<file path="src/rtl/hilo_register_unit_if.sv">
// Write-side HI/LO bus between the EX stage and the HI/LO register unit.
// The master drives the EX writes and pipeline control; the slave returns the forwarded and committed values.
interface hilo_register_unit_if #(
  parameter int unsigned WIDTH = 32,
  parameter int unsigned CNT_W = 16
);
  logic             wr_en_hi;
  logic             wr_en_lo;
  logic [WIDTH-1:0] hi_wr;
  logic [WIDTH-1:0] lo_wr;
  logic             stall;
  logic             flush;
  logic [WIDTH-1:0] hi_rd;
  logic [WIDTH-1:0] lo_rd;
  logic [WIDTH-1:0] hi_arch;
  logic [WIDTH-1:0] lo_arch;
  logic             pending;
  logic [CNT_W-1:0] commit_count;

  modport master (
    output wr_en_hi, wr_en_lo, hi_wr, lo_wr, stall, flush,
    input  hi_rd, lo_rd, hi_arch, lo_arch, pending, commit_count
  );

  modport slave (
    input  wr_en_hi, wr_en_lo, hi_wr, lo_wr, stall, flush,
    output hi_rd, lo_rd, hi_arch, lo_arch, pending, commit_count
  );
endinterface

</file>
<file path="src/rtl/hilo_register_unit.sv">
// Architectural HI/LO pair with COMMIT_STAGES in-flight stages and youngest-first forwarding.
// An entry becomes architectural on the edge it enters the last stage.
module hilo_register_unit #(
  parameter int unsigned WIDTH         = 32,
  parameter int unsigned COMMIT_STAGES = 2,
  parameter int unsigned CNT_W         = 16
) (
  input logic                 clk,
  input logic                 rst,
  hilo_register_unit_if.slave bus
);
  localparam int unsigned N = COMMIT_STAGES;

  typedef struct packed {
    logic             v_hi;
    logic             v_lo;
    logic [WIDTH-1:0] d_hi;
    logic [WIDTH-1:0] d_lo;
  } stage_t;

  stage_t           stg [N];
  stage_t           nxt [N];
  stage_t           incoming;
  logic             commit_c;
  logic [WIDTH-1:0] hi_arch;
  logic [WIDTH-1:0] lo_arch;
  logic [CNT_W-1:0] count;
  logic [WIDTH-1:0] hi_fwd;
  logic [WIDTH-1:0] lo_fwd;
  logic             any_valid;

  // Next stage contents: flush kills stage 0 regardless of stall, stall freezes the rest.
  always_comb begin
    incoming = '{v_hi: bus.wr_en_hi, v_lo: bus.wr_en_lo, d_hi: bus.hi_wr, d_lo: bus.lo_wr};
    for (int s = 0; s < int'(N); s++) nxt[s] = stg[s];
    if (bus.flush)
      nxt[0] = '0;
    else if (!bus.stall)
      nxt[0] = incoming;
    if (!bus.stall) begin
      for (int s = 1; s < int'(N); s++)
        nxt[s] = (s == 1 && bus.flush) ? stage_t'('0) : stg[s-1];
    end
    commit_c = !bus.stall && (nxt[N-1].v_hi || nxt[N-1].v_lo);
  end

  always_ff @(posedge clk or posedge rst) begin
    if (rst) begin
      for (int s = 0; s < int'(N); s++) stg[s] <= '0;
      hi_arch <= '0;
      lo_arch <= '0;
      count   <= '0;
    end else begin
      for (int s = 0; s < int'(N); s++) stg[s] <= nxt[s];
      if (commit_c) begin
        if (nxt[N-1].v_hi) hi_arch <= nxt[N-1].d_hi;
        if (nxt[N-1].v_lo) lo_arch <= nxt[N-1].d_lo;
        count <= count + CNT_W'(1);
      end
    end
  end

  // Forwarding looks only at stored state, so there is no path from the write inputs.
  always_comb begin
    logic hi_found;
    logic lo_found;
    hi_fwd    = hi_arch;
    lo_fwd    = lo_arch;
    hi_found  = 1'b0;
    lo_found  = 1'b0;
    any_valid = 1'b0;
    for (int s = 0; s < int'(N); s++) begin
      if (!hi_found && stg[s].v_hi) begin
        hi_fwd   = stg[s].d_hi;
        hi_found = 1'b1;
      end
      if (!lo_found && stg[s].v_lo) begin
        lo_fwd   = stg[s].d_lo;
        lo_found = 1'b1;
      end
      any_valid = any_valid | stg[s].v_hi | stg[s].v_lo;
    end
  end

  assign bus.hi_rd        = hi_fwd;
  assign bus.lo_rd        = lo_fwd;
  assign bus.hi_arch      = hi_arch;
  assign bus.lo_arch      = lo_arch;
  assign bus.pending      = any_valid;
  assign bus.commit_count = count;
endmodule

</file>
<file path="src/flat_wrapper.sv">
// flat-port wrapper written by rule: the top's interface ports become plain ports
module hilo_register_unit_flat 
#(
  parameter int unsigned WIDTH         = 32,
  parameter int unsigned COMMIT_STAGES = 2,
  parameter int unsigned CNT_W         = 16
)
  (clk, rst, bus_wr_en_hi, bus_wr_en_lo, bus_hi_wr, bus_lo_wr, bus_stall, bus_flush, bus_hi_rd, bus_lo_rd, bus_hi_arch, bus_lo_arch, bus_pending, bus_commit_count);
  hilo_register_unit_if #(.WIDTH(WIDTH), .CNT_W(CNT_W)) bus_i ();
  input logic clk;
  input logic rst;
  input wire logic [$bits(bus_i.wr_en_hi)-1:0] bus_wr_en_hi;
  input wire logic [$bits(bus_i.wr_en_lo)-1:0] bus_wr_en_lo;
  input wire logic [$bits(bus_i.hi_wr)-1:0] bus_hi_wr;
  input wire logic [$bits(bus_i.lo_wr)-1:0] bus_lo_wr;
  input wire logic [$bits(bus_i.stall)-1:0] bus_stall;
  input wire logic [$bits(bus_i.flush)-1:0] bus_flush;
  output wire logic [$bits(bus_i.hi_rd)-1:0] bus_hi_rd;
  output wire logic [$bits(bus_i.lo_rd)-1:0] bus_lo_rd;
  output wire logic [$bits(bus_i.hi_arch)-1:0] bus_hi_arch;
  output wire logic [$bits(bus_i.lo_arch)-1:0] bus_lo_arch;
  output wire logic [$bits(bus_i.pending)-1:0] bus_pending;
  output wire logic [$bits(bus_i.commit_count)-1:0] bus_commit_count;
  assign bus_i.wr_en_hi = bus_wr_en_hi;
  assign bus_i.wr_en_lo = bus_wr_en_lo;
  assign bus_i.hi_wr = bus_hi_wr;
  assign bus_i.lo_wr = bus_lo_wr;
  assign bus_i.stall = bus_stall;
  assign bus_i.flush = bus_flush;
  assign bus_hi_rd = bus_i.hi_rd;
  assign bus_lo_rd = bus_i.lo_rd;
  assign bus_hi_arch = bus_i.hi_arch;
  assign bus_lo_arch = bus_i.lo_arch;
  assign bus_pending = bus_i.pending;
  assign bus_commit_count = bus_i.commit_count;
  hilo_register_unit #(.WIDTH(WIDTH), .COMMIT_STAGES(COMMIT_STAGES), .CNT_W(CNT_W)) u_core (.clk(clk), .rst(rst), .bus(bus_i));
endmodule
</file>
<file path="config.mk">
export PLATFORM = sky130hd
export DESIGN_NAME = hilo_register_unit_flat
export DESIGN_NICKNAME = d
export VERILOG_FILES = /design/src/rtl/hilo_register_unit_if.sv /design/src/rtl/hilo_register_unit.sv /design/src/flat_wrapper.sv
export SDC_FILE = /design/constraint.sdc
export NUM_CORES = 1
export LEC_CHECK = 0
export BUFFER_PORTS_ARGS = -buffer_cell sky130_fd_sc_hd__buf_4
export CAP_MARGIN = 20
export CORE_MARGIN = 1
export CORE_UTILIZATION = 49
export CTS_BUF_LIST = sky130_fd_sc_hd__clkbuf_4 sky130_fd_sc_hd__clkbuf_8 sky130_fd_sc_hd__clkbuf_16
export DETAILED_ROUTE_END_ITERATION = 8
export PLACE_DENSITY = 0.77
export SYNTH_ARGS = -nofsm -noshare
export SYNTH_HDL_FRONTEND = slang
export SYNTH_SLANG_ARGS = --single-unit
export TNS_END_PERCENT = 10
</file>
<file path="constraint.sdc">
create_clock -name clk -period 6.4 [get_ports clk]
set_clock_uncertainty 0.05 [all_clocks]
set_input_delay 0.64 -clock clk [delete_from_list [all_inputs] [get_ports clk]]
set_output_delay 0.64 -clock clk [all_outputs]
set_load 0.01 [all_outputs]
</file>
# Word-level counts from Yosys, hierarchy flattened
# Cells that the tools add are included.
# W data, S select, Z words.
dict set report totals {
  ff_bits 212
  in_bits 70
  output_inout_bits 145
  word_cells 35
}
dict set report classes {
  add_sub_neg 1
  n_eq_ne 1
  mux 10
  n_bitwise 3
  n_reduce_logical 9
}
# op n
set op_table {}
lappend op_table {{$mux W66} 4}
lappend op_table {{$mux W32} 4}
lappend op_table {{$add A16 B1 Y16 const B} 1}
lappend op_table {{$reduce_and A2 Y1} 2}
lappend op_table {{$logic_and A1 B1 Y1} 3}
lappend op_table {{$logic_not A1 Y1} 3}
lappend op_table {{$or A1 B1 Y1} 3}
lappend op_table {{$mux W1} 2}
lappend op_table {{$ne A2 B1 Y1 const B} 1}
lappend op_table {{$logic_or A1 B1 Y1} 1}

# Depth between registers and ports, before layout
dict set report logic_depth {
  word_depth 5
  mapped_depth 6
  ltp_nobuf 5
}

# Least setup slack after synthesis
# Ideal clock, no wire load.
dict set report synth_timing {
  path_type {reg-to-output}
  start {register, netlist name u_core.stg[65]}
  end {output port bus_hi_rd[10]}
  arrival_ns 1.255
  required_time_ns 5.710
  slack_ns 4.455
  path_stages_with_launch 5
  n_path_buf 2
  cell_sequence {dfrtp_1 -> clkbuf_1 -> buf_2 -> mux2i_1 -> o21ai_0}
}
dict set report synth_via {
  elab_chain_cells 2
}
# element line_no
set synth_rtl {}
lappend synth_rtl {{$logic_and A1 B1 Y1} hilo_register_unit.sv:73} ;# if (!hi_found && stg[s].v_hi) begin
lappend synth_rtl {{$mux W32} hilo_register_unit.sv:73}
lappend synth_rtl {{to (decl)} flat_wrapper.sv:18} ;# output wire logic [$bits(bus_i.hi_rd)-1:0] bus_hi_rd;
# No other way between the ends.

# Worst setup path after layout
dict set report layout_timing {
  start {input port bus_flush}
  end {register u_core.lo_arch[17] (netlist: u_core.bus.lo_arch[17])}
}
dict set report layout_via {
  elab_chain_cells 5
}
# element line_no
set layout_rtl {}
lappend layout_rtl {{from (decl)} flat_wrapper.sv:17} ;# input wire logic [$bits(bus_i.flush)-1:0] bus_flush;
lappend layout_rtl {{$mux W66 *} hilo_register_unit.sv:42} ;# nxt[s] = (s == 1 && bus.flush) ? stage_t'('0) : stg[s-1];
lappend layout_rtl {{$mux W66 *} hilo_register_unit.sv:40} ;# if (!bus.stall) begin
lappend layout_rtl {{$logic_or A1 B1 Y1} hilo_register_unit.sv:44} ;# commit_c = !bus.stall && (nxt[N-1].v_hi || nxt[N-1].v_lo);
lappend layout_rtl {{$logic_and A1 B1 Y1} hilo_register_unit.sv:44}
lappend layout_rtl {{$reduce_and A2 Y1 (no line)} n/a}
lappend layout_rtl {{to (signal assigned)} hilo_register_unit.sv:57} ;# if (nxt[N-1].v_lo) lo_arch <= nxt[N-1].d_lo;
lappend layout_rtl {{to (decl)} hilo_register_unit.sv:26} ;# logic [WIDTH-1:0] lo_arch;
# Every way passes the cells marked *; elsewhere a longest branch is shown, timed or not.
# A chain may end at the register's enable or synchronous reset.

==> out/qor.csv <==
stage,metric,value,unit
cts,cts_resized,0,
placement,placed_area,11000,µm²
grt,antenna_found_initial,0,
placement,gp_congestion,0.770,
cts,path_clk_slew,0.06,ns
synthesis,synth-main-ff-cell,dfrtp_1,
grt,grt_max_degree,181,
synthesis,yosys_warnings,0,
placement,dp_hpwl,13.2,mm
floorplan,die_w,140,µm
finish,diodes,0,
drt,drt_first_iter_violations,289,
finish,final_cell_area,11800,µm²
synthesis,synth_xor_area_frac,0.0141,
drt,wl_per_cell,18.1,µm
timing,period_share,0.484,
synthesis,synthSimpleGateAreaFrac,0.0722,
worst_setup_path,end_kind,flop,
synthesis,synthAdderAreaFrac,0.00134,
synthesis,ys_seq_area_frac,0.570,
timing,drv_slew,0,
worst_setup_path,required,6.73,ns
pwr,p_leak,0.00581,µW
finish,stdcell_count,1208,
worst_setup_path,r2r_end,u_core.bus.hi_arch[13],
cts,cts_root_buf,clkbuf_16,
pwr,p_total,3560,µW
synthesis,synth-seq-cells,212,
grt,grt_pass1_vias,6730,
placement,dp_cells,1165,
drt,num_vias,6703,
grt,gr-total-overflow,0,
synthesis,synth.distinct_cells,24,
cts,htree_levels,1,
cts,cts.sinks,212,
timing,worstMarginPinSlew,1.10,ns
worst_setup_path,startpoint_type,input pin,
floorplan,pin_count,215,
synthesis,syn_nets,843,
synthesis,syn_avg_cell_area,12.1,µm²
pwr,pwr-share-clk,0.373,
finish,fillers,1519,
cts,hold_buffers,0,
drt,via_per_inst,5.55,
floorplan,fp.dieH,140,µm
pwr,switching_share,0.263,
hold_path,hp-class,in -> async,
cts,insertion_delay,0.51,ns
grt,grt_use_total,0.226,
synthesis,synth.mux.area_fraction,0.218,
cts,cts_buffers,23,
worst_setup_path,cp_max_fo,68,
timing,relSlewSlack,0.266,
synthesis,synthTopCellsByCount,"212 x dfrtp_1, 130 x mux2i_1, 70 x nand2_1, 70 x nor2_1, 65 x mux2_2",
drt,wirelength,21.9,mm
drt,ant_nets,0,
floorplan,coreArea,18600,µm²
floorplan,start_util,0.499,
drt,drtPass1Iterations,4,
synthesis,synth_area,9310,µm²
worst_setup_path,rr_startpoint,u_core.stg[131],
synthesis,synthArstFlopShare,1.00,
pwr,p_int,2630,µW
pwr,power_density,301,nW/µm²
worst_setup_path,path_class,in -> reg,
pwr,ir_drop,0.193,mV
timing,layout_min_cycle_time,3.10,ns
floorplan,fp-row-count,50,
synthesis,syn_inst,772,
synthesis,synth_most_common_cell,dfrtp_1,
synthesis,yosysTopAreaCell,dfrtp_1,
finish,num-nets-final,1029,
floorplan,die-area,19600,µm²
cts,cts_setup_buffers,0,
synthesis,synth_compound_area_frac,0.0962,
synthesis,synth_area_leaders,"dfrtp_1 57%, mux2i_1 14%, mux2_2 7.9%",
pwr,p_comb_frac,0.179,
timing,max_freq,323,MHz
synthesis,synth_edf_count,0,
run,maxCapViolCount,0,
timing,hold_viol,0,
drt,drc,0,
pwr,power.net_switching,936,µW
timing,finalSetupViolations,0,
grt,grt_first_pass_wirelength,35.5,mm
worst_setup_path,arrival,3.43,ns
synthesis,synth_top_family_by_area,multiplexers,
outcome,status,finished clean,
worst_setup_path,worstRegToRegCells,2,
synthesis,yosysTopAreaCellShare,0.570,
pwr,p_seq_frac,0.448,
cts,cts_tree,built,
finish,layout-drive-gt1-share,0.345,
placement,numPortBuffers,214,
timing,setup_tns,0,ns
worst_setup_path,rrSetupSlack,4.39,ns
timing,rsz0062_at_grt,false,
cts,clk_path_buf_depth,3,
finish,syn_to_final_growth,27.1,%
## critical path, stage by stage
cell and delay [ns]:
buf_4 0.34, nor2_4 0.75, buf_4 0.56, and2_1 0.25, buf_4 0.41, mux2_2 0.39
## final cells by class
cell class	instances	area [µm²]	share of cell area
inverter	1	7.51	0.000634
clock buffer	38	732	0.0619
sequential	212	5310	0.449
timing repair buffer	220	1690	0.143
multi-input combinational	500	3750	0.317
tap	234	293	0.0247
clock inverter	3	43.8	0.00370
## stage by stage
step           worst slack (ns)  utilization  hold slack [ns]
6_report                   3.30        0.635            0.196
3_3_place_gp               2.80        0.591            0.422
4_1_cts                    3.29        0.633            0.211
3_5_place_dp               2.76        0.591            0.425
5_1_grt                    3.15        0.635            0.239
2_1_floorplan              2.95            -            0.429
## layout by cell type (no fill, tap or decap), types with 2 or more instances in the layout
master,instances
xor2_1,5
dfrtp_1,208
nor2_1,69
nor4_4,2
clkbuf_8,7
buf_12,3
nand2_1,70
a22o_1,64
nand3_1,5
dfrtp_2,4
mux2_2,65
clkbuf_16,23
xnor2_1,10
clkbuf_4,8
nand4_1,4
buf_4,216
a21o_1,2
mux2i_1,130
o21ai_0,64
and3_1,2
## power by group through the flow
stage	Combinational [µW]	Clock [µW]	Sequential, µW
2_1_floorplan	305	0	1610
3_3_place_gp	618	0	1620
3_5_place_dp	632	0	1620
4_1_cts	636	1360	1600
5_1_grt	689	1420	1610
6_report	638	1330	1590
## metal layers
| metal | vias up | track usage | part of all wire |
|---|---|---|---|
| met5 | - | 0 | 0 |
| met4 | 0 | 0.0659 | 0.023 |
| met3 | 40 | 0.0344 | 0.050 |
| met2 | 185 | 0.370 | 0.48 |
| met1 | 3378 | 0.312 | 0.45 |
| li1 | 3100 | - | - |
## sequential cells by signal, summed over array words and instances (netlist names)
name	flops
u_core.bus.commit_count	16
u_core.bus.lo_arch	32
u_core.stg	132
u_core.bus.hi_arch	32
## logic make-up (layout without fill, tap and decap cells)
logic type / after synthesis / in the layout
adder cells (fa/ha/maj): 1 / 1
multiplexers: 195 / 195
flip-flops: 212 / 212
XOR/XNOR: 15 / 15
AND/OR/NAND/NOR: 159 / 159
buffers and inverters: 60 / 262
AO/OA/AOI/OAI: 130 / 130
## how the worst max path moves through the flow
stage | start | end | slack, ns | cells past startpoint
after CTS | bus_flush | u_core.bus.lo_arch[5] | 3.29 | 6
after global placement | bus_flush | u_core.bus.lo_arch[11] | 2.80 | 6
after floorplan | rst | u_core.bus.commit_count[0] | 2.95 | 1
after global routing | bus_flush | u_core.bus.lo_arch[15] | 3.15 | 6
after detailed placement | bus_flush | u_core.bus.lo_arch[5] | 2.76 | 6
final | bus_flush | u_core.bus.lo_arch[17] | 3.30 | 6
No activity file was read; power rests on OpenSTA's default activity.
